<file path="src/rtl/frame_cropper_pkg.sv">
// Shared types and helpers for the frame cropper: pixel position struct and
// output-resolution calculation.
package frame_cropper_pkg;

    localparam int unsigned POS_W = 16;

    typedef struct packed {
        logic [POS_W-1:0] x;
        logic [POS_W-1:0] y;
    } pos_t;

    function automatic pos_t crop_res(input int unsigned res_x, input int unsigned res_y,
                                      input int unsigned left, input int unsigned right,
                                      input int unsigned top, input int unsigned bottom);
        pos_t r;
        r.x = POS_W'(res_x - left - right);
        r.y = POS_W'(res_y - top - bottom);
        return r;
    endfunction

endpackage

</file>
<file path="src/rtl/axi4_stream_if.sv">
// Minimal AXI4-Stream video bundle: tuser = start of frame, tlast = end of line.
interface axi4_stream_if #(
    parameter int unsigned DATA_WIDTH = 8
) ();
    localparam int unsigned KEEP_WIDTH = (DATA_WIDTH + 7) / 8;

    logic                  tvalid;
    logic                  tready;
    logic [DATA_WIDTH-1:0] tdata;
    logic                  tuser;
    logic                  tlast;
    logic [KEEP_WIDTH-1:0] tkeep;
    logic [KEEP_WIDTH-1:0] tstrb;

    modport master (output tvalid, output tdata, output tuser, output tlast,
                    output tkeep, output tstrb, input tready);
    modport slave  (input tvalid, input tdata, input tuser, input tlast, output tready);
endinterface

</file>
<file path="src/rtl/frame_pos_cnt.sv">
// Input pixel position tracker: saturating x/y counters that restart on tuser,
// plus a sync flag that is set by the first tuser after reset.
module frame_pos_cnt
    import frame_cropper_pkg::*;
#(
    parameter int unsigned FRAME_RES_X = 1924,
    parameter int unsigned FRAME_RES_Y = 1084
) (
    input  logic clk_i,
    input  logic rst_i,
    input  logic hs_i,
    input  logic tuser_i,
    input  logic tlast_i,
    output pos_t pos_o,
    output logic sync_o
);
    localparam int unsigned XW = $clog2(FRAME_RES_X);
    localparam int unsigned YW = $clog2(FRAME_RES_Y);
    localparam logic [XW-1:0] X_MAX = XW'(FRAME_RES_X - 1);
    localparam logic [YW-1:0] Y_MAX = YW'(FRAME_RES_Y - 1);

    logic [XW-1:0] x_cnt_q, x_cnt_d, cur_x;
    logic [YW-1:0] y_cnt_q, y_cnt_d, cur_y;
    logic          sync_q, sync_d;

    // A tuser pixel is position (0,0) regardless of where the counters were.
    assign cur_x = tuser_i ? '0 : x_cnt_q;
    assign cur_y = tuser_i ? '0 : y_cnt_q;

    always_comb begin
        x_cnt_d = x_cnt_q;
        y_cnt_d = y_cnt_q;
        sync_d  = sync_q;
        if (hs_i) begin
            if (tuser_i) begin
                sync_d = 1'b1;
            end
            if (tlast_i) begin
                x_cnt_d = '0;
                y_cnt_d = (cur_y == Y_MAX) ? Y_MAX : cur_y + 1'b1;
            end else begin
                x_cnt_d = (cur_x == X_MAX) ? X_MAX : cur_x + 1'b1;
                y_cnt_d = cur_y;
            end
        end
    end

    always_ff @(posedge clk_i) begin
        if (rst_i) begin
            x_cnt_q <= '0;
            y_cnt_q <= '0;
            sync_q  <= 1'b0;
        end else begin
            x_cnt_q <= x_cnt_d;
            y_cnt_q <= y_cnt_d;
            sync_q  <= sync_d;
        end
    end

    assign pos_o.x = POS_W'(x_cnt_q);
    assign pos_o.y = POS_W'(y_cnt_q);
    assign sync_o  = sync_q;

endmodule

</file>
<file path="src/rtl/frame_cropper.sv">
// Crops a fixed border from an AXI4-Stream frame and regenerates tuser/tlast.
// Optional stream-format checking (line_err_o/frame_err_o) with FRAME_CROPPER_CHECK_EN.
module frame_cropper
    import frame_cropper_pkg::*;
#(
    parameter int unsigned PX_WIDTH    = 8,
    parameter int unsigned TDATA_WIDTH = 8,
    parameter int unsigned FRAME_RES_X = 1924,
    parameter int unsigned FRAME_RES_Y = 1084,
    parameter int unsigned TOP         = 2,
    parameter int unsigned BOTTOM      = 2,
    parameter int unsigned LEFT        = 2,
    parameter int unsigned RIGHT       = 2
) (
    input  logic          clk_i,
    input  logic          rst_i,
    axi4_stream_if.slave  video_i,
    axi4_stream_if.master video_o
`ifdef FRAME_CROPPER_CHECK_EN
    ,
    output logic          line_err_o,
    output logic          frame_err_o
`endif
);
    if (LEFT + RIGHT >= FRAME_RES_X || TOP + BOTTOM >= FRAME_RES_Y) begin : g_bad_crop
        $fatal(1, "frame_cropper: border leaves no pixels");
    end
    if (TDATA_WIDTH < PX_WIDTH) begin : g_bad_width
        $fatal(1, "frame_cropper: TDATA_WIDTH narrower than PX_WIDTH");
    end

    localparam pos_t OUT_RES = crop_res(FRAME_RES_X, FRAME_RES_Y, LEFT, RIGHT, TOP, BOTTOM);
    localparam logic [POS_W-1:0] X_LO = POS_W'(LEFT);
    localparam logic [POS_W-1:0] Y_LO = POS_W'(TOP);
    localparam logic [POS_W-1:0] X_HI = POS_W'(LEFT + int'(OUT_RES.x) - 1);
    localparam logic [POS_W-1:0] Y_HI = POS_W'(TOP + int'(OUT_RES.y) - 1);

    pos_t cnt, cur;
    logic sync_q, synced;
    logic in_ready, in_hs, keep;

    logic                   out_valid_q, out_valid_d;
    logic [TDATA_WIDTH-1:0] out_data_q, out_data_d;
    logic                   out_user_q, out_user_d;
    logic                   out_last_q, out_last_d;

    assign in_ready = video_o.tready || !out_valid_q;
    assign in_hs    = video_i.tvalid && in_ready;

    frame_pos_cnt #(
        .FRAME_RES_X (FRAME_RES_X),
        .FRAME_RES_Y (FRAME_RES_Y)
    ) u_pos_cnt (
        .clk_i   (clk_i),
        .rst_i   (rst_i),
        .hs_i    (in_hs),
        .tuser_i (video_i.tuser),
        .tlast_i (video_i.tlast),
        .pos_o   (cnt),
        .sync_o  (sync_q)
    );

    assign cur    = video_i.tuser ? '0 : cnt;
    assign synced = sync_q || video_i.tuser;
    assign keep   = in_hs && synced && (cur.x >= X_LO) && (cur.x <= X_HI)
                    && (cur.y >= Y_LO) && (cur.y <= Y_HI);

    always_comb begin
        out_valid_d = out_valid_q;
        out_data_d  = out_data_q;
        out_user_d  = out_user_q;
        out_last_d  = out_last_q;
        if (keep) begin
            out_valid_d = 1'b1;
            out_data_d  = video_i.tdata;
            out_user_d  = (cur.x == X_LO) && (cur.y == Y_LO);
            out_last_d  = (cur.x == X_HI);
        end else if (video_o.tready) begin
            out_valid_d = 1'b0;
        end
    end

    always_ff @(posedge clk_i) begin
        if (rst_i) begin
            out_valid_q <= 1'b0;
            out_data_q  <= '0;
            out_user_q  <= 1'b0;
            out_last_q  <= 1'b0;
        end else begin
            out_valid_q <= out_valid_d;
            out_data_q  <= out_data_d;
            out_user_q  <= out_user_d;
            out_last_q  <= out_last_d;
        end
    end

    assign video_i.tready = in_ready;
    assign video_o.tvalid = out_valid_q;
    assign video_o.tdata  = out_data_q;
    assign video_o.tuser  = out_user_q;
    assign video_o.tlast  = out_last_q;
    assign video_o.tkeep  = '1;
    assign video_o.tstrb  = '1;

`ifdef FRAME_CROPPER_CHECK_EN
    localparam logic [POS_W-1:0] X_END = POS_W'(FRAME_RES_X - 1);
    localparam logic [POS_W-1:0] Y_END = POS_W'(FRAME_RES_Y - 1);

    logic line_err_q, line_err_d;
    logic frame_err_q, frame_err_d;

    always_comb begin
        line_err_d  = line_err_q;
        frame_err_d = frame_err_q;
        if (in_hs) begin
            if (video_i.tlast != (cur.x == X_END)) begin
                line_err_d = 1'b1;
            end
            // sync_q is still clear for the first tuser after reset
            if (video_i.tuser && sync_q && (cnt.y != Y_END || cnt.x != '0)) begin
                frame_err_d = 1'b1;
            end
        end
    end

    always_ff @(posedge clk_i) begin
        if (rst_i) begin
            line_err_q  <= 1'b0;
            frame_err_q <= 1'b0;
        end else begin
            line_err_q  <= line_err_d;
            frame_err_q <= frame_err_d;
        end
    end

    assign line_err_o  = line_err_q;
    assign frame_err_o = frame_err_q;
`endif

endmodule

</file>
<file path="src/flat_wrapper.sv">
// flat-port wrapper written by rule: the top's interface ports become plain ports
module frame_cropper_flat import frame_cropper_pkg::*;
#(
    parameter int unsigned PX_WIDTH    = 8,
    parameter int unsigned TDATA_WIDTH = 8,
    parameter int unsigned FRAME_RES_X = 1924,
    parameter int unsigned FRAME_RES_Y = 1084,
    parameter int unsigned TOP         = 2,
    parameter int unsigned BOTTOM      = 2,
    parameter int unsigned LEFT        = 2,
    parameter int unsigned RIGHT       = 2
)
  (clk_i, rst_i, video_i_tvalid, video_i_tdata, video_i_tuser, video_i_tlast, video_i_tready, video_o_tvalid, video_o_tdata, video_o_tuser, video_o_tlast, video_o_tkeep, video_o_tstrb, video_o_tready);
  axi4_stream_if #(.DATA_WIDTH(8)) video_i_i ();
  axi4_stream_if #(.DATA_WIDTH(8)) video_o_i ();
  input  logic clk_i;
  input  logic rst_i;
  input wire logic [$bits(video_i_i.tvalid)-1:0] video_i_tvalid;
  input wire logic [$bits(video_i_i.tdata)-1:0] video_i_tdata;
  input wire logic [$bits(video_i_i.tuser)-1:0] video_i_tuser;
  input wire logic [$bits(video_i_i.tlast)-1:0] video_i_tlast;
  output wire logic [$bits(video_i_i.tready)-1:0] video_i_tready;
  output wire logic [$bits(video_o_i.tvalid)-1:0] video_o_tvalid;
  output wire logic [$bits(video_o_i.tdata)-1:0] video_o_tdata;
  output wire logic [$bits(video_o_i.tuser)-1:0] video_o_tuser;
  output wire logic [$bits(video_o_i.tlast)-1:0] video_o_tlast;
  output wire logic [$bits(video_o_i.tkeep)-1:0] video_o_tkeep;
  output wire logic [$bits(video_o_i.tstrb)-1:0] video_o_tstrb;
  input wire logic [$bits(video_o_i.tready)-1:0] video_o_tready;
  assign video_i_i.tvalid = video_i_tvalid;
  assign video_i_i.tdata = video_i_tdata;
  assign video_i_i.tuser = video_i_tuser;
  assign video_i_i.tlast = video_i_tlast;
  assign video_i_tready = video_i_i.tready;
  assign video_o_tvalid = video_o_i.tvalid;
  assign video_o_tdata = video_o_i.tdata;
  assign video_o_tuser = video_o_i.tuser;
  assign video_o_tlast = video_o_i.tlast;
  assign video_o_tkeep = video_o_i.tkeep;
  assign video_o_tstrb = video_o_i.tstrb;
  assign video_o_i.tready = video_o_tready;
  frame_cropper #(.PX_WIDTH(PX_WIDTH), .TDATA_WIDTH(TDATA_WIDTH), .FRAME_RES_X(FRAME_RES_X), .FRAME_RES_Y(FRAME_RES_Y), .TOP(TOP), .BOTTOM(BOTTOM), .LEFT(LEFT), .RIGHT(RIGHT)) u_core (.clk_i(clk_i), .rst_i(rst_i), .video_i(video_i_i), .video_o(video_o_i));
endmodule
</file>
<file path="config.mk">
export PLATFORM = sky130hd
export DESIGN_NAME = frame_cropper_flat
export DESIGN_NICKNAME = d
export VERILOG_FILES = /design/src/rtl/frame_cropper_pkg.sv /design/src/rtl/axi4_stream_if.sv /design/src/rtl/frame_pos_cnt.sv /design/src/rtl/frame_cropper.sv /design/src/flat_wrapper.sv
export SDC_FILE = /design/constraint.sdc
export NUM_CORES = 1
export LEC_CHECK = 0
export CAP_MARGIN = 25
export CORE_ASPECT_RATIO = 0.8
export CORE_MARGIN = 5
export CORE_UTILIZATION = 33
export CTS_CLUSTER_SIZE = 16
export DETAILED_ROUTE_END_ITERATION = 16
export DONT_BUFFER_PORTS = 1
export HOLD_SLACK_MARGIN = 0.15
export PLACE_DENSITY = 0.46
export SLEW_MARGIN = 20
export SYNTH_ARGS = -nofsm -noshare
export SYNTH_HDL_FRONTEND = slang
export SYNTH_SLANG_ARGS = --single-unit
</file>
<file path="constraint.sdc">
create_clock -name clk_i -period 3.9 [get_ports clk_i]
set_input_delay 0.975 -clock clk_i [delete_from_list [all_inputs] [get_ports clk_i]]
set_output_delay 0.975 -clock clk_i [all_outputs]
set_load 0.03 [all_outputs]
</file>
==> results of run 1 <==
[kinds of logic (layout without fill, tap and decap cells)]
logic type	count (synthesis)	after routing	synth area share (%)
other	1	2	0.183
adder cells (fa/ha/maj)	8	8	4.89
multiplexers	1	1	0.550
buffers and inverters	30	23	5.87
AO/OA/AOI/OAI	89	89	27.2
AND/OR/NAND/NOR	104	104	27.2
flip-flops	34	34	33.3
XOR/XNOR	2	2	0.856
[routing by layer]
metal | up-vias | share of wire, %
met5 | - | 0
met3 | 5 | 7.3
met2 | 74 | 41
met4 | 0 | 0.77
li1 | 983 | -
met1 | 951 | 51
[sequential cells by signal (all words and copies together) (netlist names)]
| name | flops |
|---|---|
| u_core.u_pos_cnt.sync_o | 1 |
| u_core.u_pos_cnt.x_cnt_q | 11 |
| u_core.u_pos_cnt.y_cnt_q | 11 |
| u_core.video_o.tdata | 8 |
| u_core.video_o.tlast | 1 |
| u_core.video_o.tuser | 1 |
| u_core.video_o.tvalid | 1 |
[stage by stage]
step,cell area [sq um],setup slack [ns]
floorplan,2050,0.502
global placement,2110,0.822
detailed placement,2110,0.683
CTS,2200,0.975
global route,2200,0.847
finish,2200,0.949
[layout by cell type, fill, tap and decap left out, drive strengths merged, types with 2 or more instances in the layout]
cell,n
dfxtp,34
a21oi,32
nand2,31
o21ai,22
nand3,16
nor2,13
inv,10
nor3,8
ha,8
clkbuf,7
and4b,6
nand4,6
o211ai,6
nor4,5
buf,5
nand4b,4
a22oi,4
and2,4
a31oi,3
a311oi,3
or4,3
nand2b,2
a211oi,2
a21o,2
o31ai,2
conb,2
[layout make-up]
cell class              instances  area, sq um  share of cell area, %
multi-input cells             206         1250                   56.9
inverters                      10         37.5                   1.71
well taps                      81          101                   4.61
flip-flops and latches         34          681                   31.0
clock inverters                 1         5.00                  0.228
clock buffers                   7         86.3                   3.93
repair buffers                  5         37.5                   1.71
[synth_stat cells, types with 3 or more instances]
| library cell | count | area share [%] |
|---|---|---|
| o21ai_0 | 22 | 5.4 |
| nor2_1 | 13 | 2.4 |
| a31oi_1 | 3 | 0.92 |
| and4b_1 | 6 | 2.9 |
| nor3_1 | 8 | 2.0 |
| dfxtp_1 | 34 | 33 |
| ha_1 | 8 | 4.9 |
| nand3_1 | 16 | 3.9 |
| a21oi_1 | 32 | 7.8 |
| nand4b_1 | 4 | 1.7 |
| nor4_1 | 5 | 1.5 |
| nand2_1 | 31 | 5.7 |
| a22oi_1 | 4 | 1.5 |
| and2_1 | 3 | 0.92 |
| o211ai_1 | 6 | 2.2 |
| nand4_1 | 6 | 1.8 |
| inv_1 | 10 | 1.8 |
| clkbuf_1 | 17 | 3.1 |
[power by group through the flow]
stage | combinational, mW | sequential (mW) | clock, mW
after floorplan | 0.0534 | 0.362 | 0
after global placement | 0.0567 | 0.366 | 0
after detailed placement | 0.0563 | 0.366 | 0
after CTS | 0.0564 | 0.358 | 0.283
after global routing | 0.0634 | 0.359 | 0.303
final | 0.0565 | 0.358 | 0.274
[worst paths after layout]
kind         slack, ns  depth (start not counted)                         from                      end
max               0.95                          9                video_i_tuser     u_core.video_o.tlast
min               0.46                          2      u_core.u_pos_cnt.sync_o  u_core.u_pos_cnt.sync_o
max reg2reg       1.48                          5  u_core.u_pos_cnt.y_cnt_q[6]     u_core.video_o.tlast
min reg2reg       0.46                          2      u_core.u_pos_cnt.sync_o  u_core.u_pos_cnt.sync_o
[critical path, cell delays in order]
cell	delay (ns)
inv_1	0.29
nand2_1	0.18
inv_1	0.14
ha_1	0.15
o21bai_1	0.07
a22o_1	0.23
a311o_1	0.50
or4_1	0.55
nand2_1	0.08
==> metrics, run 1 <==
vias in the first global route=1811; Final setup viols=0; global routing's busiest layer=met1; GR Util All Layers=15.1%; number of port buffers=0; Pre-Repair DR Iteration Count=5; area added between synthesis and finish=7.40%; Synth Flop Type=dfxtp_1; Slew @ Worst Pin=0.776 ns; Worst VDD drop=0.000123 V; Post-DP HPWL=4070 um; outcome=finished, final reports clean; cts repair resizes=0; Syn Std Cell Area=2050 sq um; min cycle time layout=2.95 ns; GP Congestion=0.792; synth warn=0; Vias=2013; Hold Path Class=flip-flop to flip-flop; Layout Cells excl Fill=344; RSZ-0062 raised after global routing=no; DRC Markers=0; max-slew violations=0; Mapped Avg Cell Area=7.61 sq um; Post-synth EDFFs=0; initial core utilization=34.3%; TritonCTS clock tree=done; Die H=80.4 um; CP endpoint kind=flip-flop; Final Net Count=284; Design Power=688 uW; max-cap viol count=0; Diodes inserted=0; Max-slew headroom=48.1%; total negative slack=0 ns; initial antenna violation count=0; Worst Path Max Fanout=19; Leakage=0.743 nW; DR WL/cell=16.9 um; P_int=512 uW; DRT antenna net count=0; Fillers=648; Clock Skews=0.00618 ns; Psw=176 uW; clock share of power=39.7%; Logic pwr share=8.2%; Seq pwr share=52.0%; PD cells=313 nW/um^2; final clock period utilization by the worst path=75.7%; total die area=7890 sq um; Std-Cell Rows=25; Clock Root Buffer=clkbuf_8; final hold violations=0; clk_lat worst skew=0.28 ns; kind of critical path=input pin to flip-flop; first-pass GRT wire length=9660 um; Clock transition at path regs=0.07 ns; Avg Vias per Cell=5.85; CTS Buf Count=5; clk buf depth=2; Post-CTS Setup Inserts=0; Synth async-reset ratio=0%; final wirelength=5830 um; core box area=5970 sq um; Final Util=36.8%; clock sinks=34; cell count after placement=336; layout cells sized above 1=6.84%; largest net degree at the start of global routing=31; Sw Ratio=25.6%; routing usage on met3=4.86%; Seq cells post-synth=34; Die Wd=98.1 um; Cells after Synth=269; post-synth cell types=52; total grt overflow=0; Critical Path AT=3.18 ns; CTS Hold Bufs=0; Worst Hold Margin=0.456 ns; Ports=28; Seq/Total Area, Yosys=33.3%; htree depth=2; crit start category=input pin; met2 usage=21.1%; Critical Path RT=4.13 ns; Fmax=339 MHz; drt first-iter violations=185; GR Util met1=22.2%
(Power assumes the default switching activity.)
==> run 2: changes to the inputs <==
Clock period 3.9 ns to 2.9 ns, I/O delays scaled along.
==> run 2 against run 1 <==
Largest cell class unchanged. Critical path type unchanged. Via count down 1.2%. Hold slack worse by 0.0046 ns. Combinational power increased by 45%. Clock power up 59%. Worst setup slack worse by 0.43 ns.
==> metrics, run 2 (synthesized netlist as in run 1, its figures left out) <==
outcome=finished, final reports clean; reg-to-reg critical path endpoint=u_core.video_o.tlast; Vias=1989; total grt overflow=0; clk buf depth=2; Die Wd=98.1 um; Layout Cells excl Fill=351; Final setup viols=0; Design Power=999 uW; cts repair resizes=0; core box area=5970 sq um; Worst Path Max Fanout=19; placed cell area=2160 sq um; final hold violations=0; DR WL/cell=16.2 um; Clock Skews=0.00344 ns; PD cells=440 nW/um^2; most frequent cells in the layout=dfxtp_1, a21oi_1, nand2_1, o21ai_0, nand3_1; min cycle time layout=2.38 ns; Fillers=627; Slew @ Worst Pin=0.556 ns; area added between synthesis and finish=10.8%; first-pass GRT wire length=9500 um; Final Util=38.0%; layout cells sized above 1=9.63%; CTS Buf Count=5; R2R Setup Slk=0.68 ns; TritonCTS clock tree=done; number of port buffers=0; largest net degree at the start of global routing=31; FF+latch area=681 sq um; combined area of the multi-input logic cells=1250 sq um; Std-Cell Rows=25; Critical Path RT=3.13 ns; Clock transition at path regs=0.07 ns; Diodes inserted=0; hold_sp=u_core.u_pos_cnt.sync_o; initial core utilization=34.3%; total die area=7890 sq um; Fmax=420 MHz; initial antenna violation count=0; Leakage=0.787 nW; Hold Path Class=flip-flop to flip-flop; max-slew violations=0; commonest non-fill, non-tap cell in the layout=dfxtp_1; DRC Markers=0; vias in the first global route=1907; worst hold endpoint=u_core.u_pos_cnt.sync_o; Avg Vias per Cell=5.67; kind of critical path=input pin to flip-flop; Final Net Count=291; CTS Hold Bufs=0; Critical Path AT=2.62 ns; htree depth=2; Pre-Repair DR Iteration Count=6; Post-CTS Setup Inserts=0; Die H=80.4 um; final wirelength=5670 um; GR Util All Layers=14.9%; Clock Root Buffer=clkbuf_8; Worst VDD drop=0.000177 V; GP Congestion=0.825; Reg2Reg Depth=5; drt first-iter violations=161; final clock period utilization by the worst path=82.1%; clk_lat worst skew=0.29 ns; final instance area=2270 sq um; Max-slew headroom=62.8%; clock sinks=34; RSZ-0062 raised after global routing=no; worst reg2reg path startpoint=u_core.u_pos_cnt.y_cnt_q[6]; Ports=28; max-cap viol count=0; DRT antenna net count=0; crit start category=input pin; CP endpoint kind=flip-flop; Post-DP HPWL=4000 um; Worst Hold Path Cells=2; cell count after placement=343; total negative slack=0 ns
-- run 2: critical path, stage by stage --
cell and delay [ns]:
inv_1 0.22, nand2_1 0.15, inv_1 0.12, ha_1 0.15, o21bai_1 0.07, a22o_1 0.22, a311o_1 0.36, or4_1 0.52
nand2_1 0.08
-- run 2: layout make-up --
| type | count | share of cell area (%) |
|---|---|---|
| timing repair buffer | 12 | 3.97 |
| sequential | 34 | 30.0 |
| multi-input combinational | 206 | 55.1 |
| clock inverter | 3 | 1.77 |
| clock buffer | 5 | 3.03 |
| tap | 81 | 4.47 |
| inverter | 10 | 1.65 |
-- run 2: layer usage --
layer	vias up	track usage, %	wire, um
li1	999	-	-
met1	937	21.3	2960
met2	51	21.5	2280
met3	2	4.17	398
met4	0	4.43	36
met5	-	0	0
-- run 2: how the worst max path moves through the flow --
stage / startpoint / to / slack [ns]
floorplan: video_i_tuser / u_core.video_o.tlast / 0.008
global placement: video_i_tuser / u_core.video_o.tlast / 0.27
detailed placement: video_i_tuser / u_core.video_o.tlast / 0.25
CTS: video_i_tuser / u_core.video_o.tlast / 0.54
global route: video_i_tuser / u_core.video_o.tdata[1] / 0.38
finish: video_i_tuser / u_core.video_o.tlast / 0.52
-- run 2: per-stage QoR --
stage          worst slack [ns]  hold slack, ns
6_report                  0.518           0.452
5_1_grt                   0.383           0.485
4_1_cts                   0.540           0.453
3_5_place_dp              0.249           0.442
3_3_place_gp              0.266           0.454
2_1_floorplan           0.00760           0.423
-- run 2: where the power goes --
group	leakage (nW)	switching [mW]	internal, mW
registers	0.275	0.00860	0.473
logic	0.454	0.0530	0.0292
clock network	0.0579	0.182	0.253
total	0.787	0.244	0.755
==> run 3: changes to the inputs <==
Settings changed: PLACE_DENSITY 0.46 to 0.47.
Clock period 2.9 ns to 2.09 ns, I/O delays scaled along.
==> run 3 against run 2 <==
Clock power increased by 40%. Global-route usage increased by 1.1 points. Die area stayed put. Total power grew 42%. Routed wire length grew 7.1%. Register-to-register slack worse by 0.60 ns. Cell area grew 13%. Clock-buffer cell count unchanged. First-iteration DRC count fell by 3.1%. Highest routed layer unchanged.
==> metrics, run 3 (synthesized netlist as in run 1, its figures left out) <==
DRT antenna net count=0; Final Net Count=317; vias in the first global route=1899; wire length on met3=497 um; max-cap viol count=0; number of port buffers=0; layout cells sized above 1=24.7%; Design Power=1.42 mW; clk buf depth=2; Clock Root Buffer=clkbuf_8; Avg Vias per Cell=5.53; Vias=2085; Diodes inserted=0; reg-to-reg critical path endpoint=u_core.video_o.tlast; Clock transition at path regs=0.08 ns; Crit path max-delay family=simple AND/OR/NAND/NOR gates; Worst Path Buf+Inv=0; area added between synthesis and finish=25.5%; Final setup viols=0; Std-Cell Rows=25; worst hold endpoint=u_core.u_pos_cnt.y_cnt_q[8]; CTS Hold Bufs=0; worst reg2reg path startpoint=u_core.u_pos_cnt.y_cnt_q[6]; Post-Route M1 WL=3120 um; CP max stage delay=0.57 ns; Clock Skews=0.00584 ns; Post-CTS Setup Inserts=0; Hold Path Class=input pin to flip-flop; Layout Cells excl Fill=377; GR Util All Layers=15.9%; largest net degree at the start of global routing=31; Worst Hold Margin=0.299 ns; crit path cell chain=or4_4 -> a22o_1 -> a311o_1 -> or4_1 -> nand2_1; clk_lat worst skew=0.28 ns; final hold violations=0; CP max-delay cell=or4_4; GP Congestion=0.832; initial antenna violation count=0; TritonCTS clock tree=done; Worst VDD drop=0.000288 V; core box area=5970 sq um; max-slew violations=0; initial core utilization=34.3%; first-pass GRT wire length=10000 um; total grt overflow=0; hold_sp=rst_i; Critical Path Stages=5; htree depth=2; RSZ-0062 raised after global routing=no; Reg2Reg Depth=5; Worst Path Max Fanout=4; R2R Setup Slk=0.08 ns; Ports=28; Worst Hold Path Cells=1; Max Used Layer=met4; min cycle time layout=2.01 ns; crit start category=flip-flop; Fmax=499 MHz; Critical Path RT=2.32 ns; outcome=finished, final reports clean; pre-CTS WS=-0.0419 ns; final clock period utilization by the worst path=96.0%; Pre-Repair DR Iteration Count=4; most frequent cells in the layout=buf_4, dfxtp_1, a21oi_1, nand2_1, o21ai_0; CTS Buf Count=5; DR WL/cell=16.1 um; drt first-iter violations=156; Leakage=0.940 nW; setup ws final=0.0846 ns; PD cells=554 nW/um^2; kind of critical path=flip-flop to flip-flop; final wirelength=6080 um; CP startpoint=u_core.u_pos_cnt.y_cnt_q[6]; commonest non-fill, non-tap cell in the layout=buf_4; Fillers=603; clock sinks=34; Post-DP HPWL=4410 um; Die Wd=98.1 um; DRC Markers=0; CP endpoint kind=flip-flop; Critical Path AT=2.24 ns; cell count after placement=369; total die area=7890 sq um; Die H=80.4 um; met2 WL=2430 um
-- run 3: cell type report --
| class | count | area [sq um] | share of cell area, % |
|---|---|---|---|
| clock inverters | 3 | 40.0 | 1.56 |
| well taps | 81 | 101 | 3.94 |
| repair buffers | 38 | 285 | 11.1 |
| clock buffers | 5 | 68.8 | 2.68 |
| flip-flops and latches | 34 | 681 | 26.5 |
| inverters | 10 | 42.5 | 1.66 |
| multi-input cells | 206 | 1350 | 52.6 |
-- run 3: what timing repair did --
item	CTS	global route
resized for setup	0	4
pin swaps	1	1
endpoints found under the setup margin	1	10
-- run 3: worst max path at each step --
stage	to	slack [ns]
after floorplan	u_core.video_o.tlast	-0.24
after global placement	u_core.video_o.tdata[4]	-0.03
after detailed placement	u_core.video_o.tdata[5]	-0.04
after CTS	u_core.video_o.tlast	0.03
after global routing	u_core.video_o.tdata[4]	0.004
final	u_core.video_o.tlast	0.08
-- run 3: routing by layer --
layer	GRT usage (%)	vias to the layer above
met2	21.1	64
met3	4.69	2
met4	3.87	0
met5	0	-
met1	24.5	973
li1	-	1046
-- run 3: report_power, final --
part,internal (mW),switching [mW]
Sequential,0.656,0.00806
Combinational,0.0608,0.0886
Clock,0.351,0.258
Total,1.07,0.355
-- run 3: per-stage QoR --
stage / utilization, % / TNS (ns) / area [sq um]
4_1_cts: 42.8 / 0 / 2560
5_1_grt: 43.0 / 0 / 2570
3_3_place_gp: 41.0 / -0.0967 / 2450
6_report: 43.0 / 0 / 2570
2_1_floorplan: - / -3.57 / 2190
3_5_place_dp: 41.0 / -0.334 / 2450
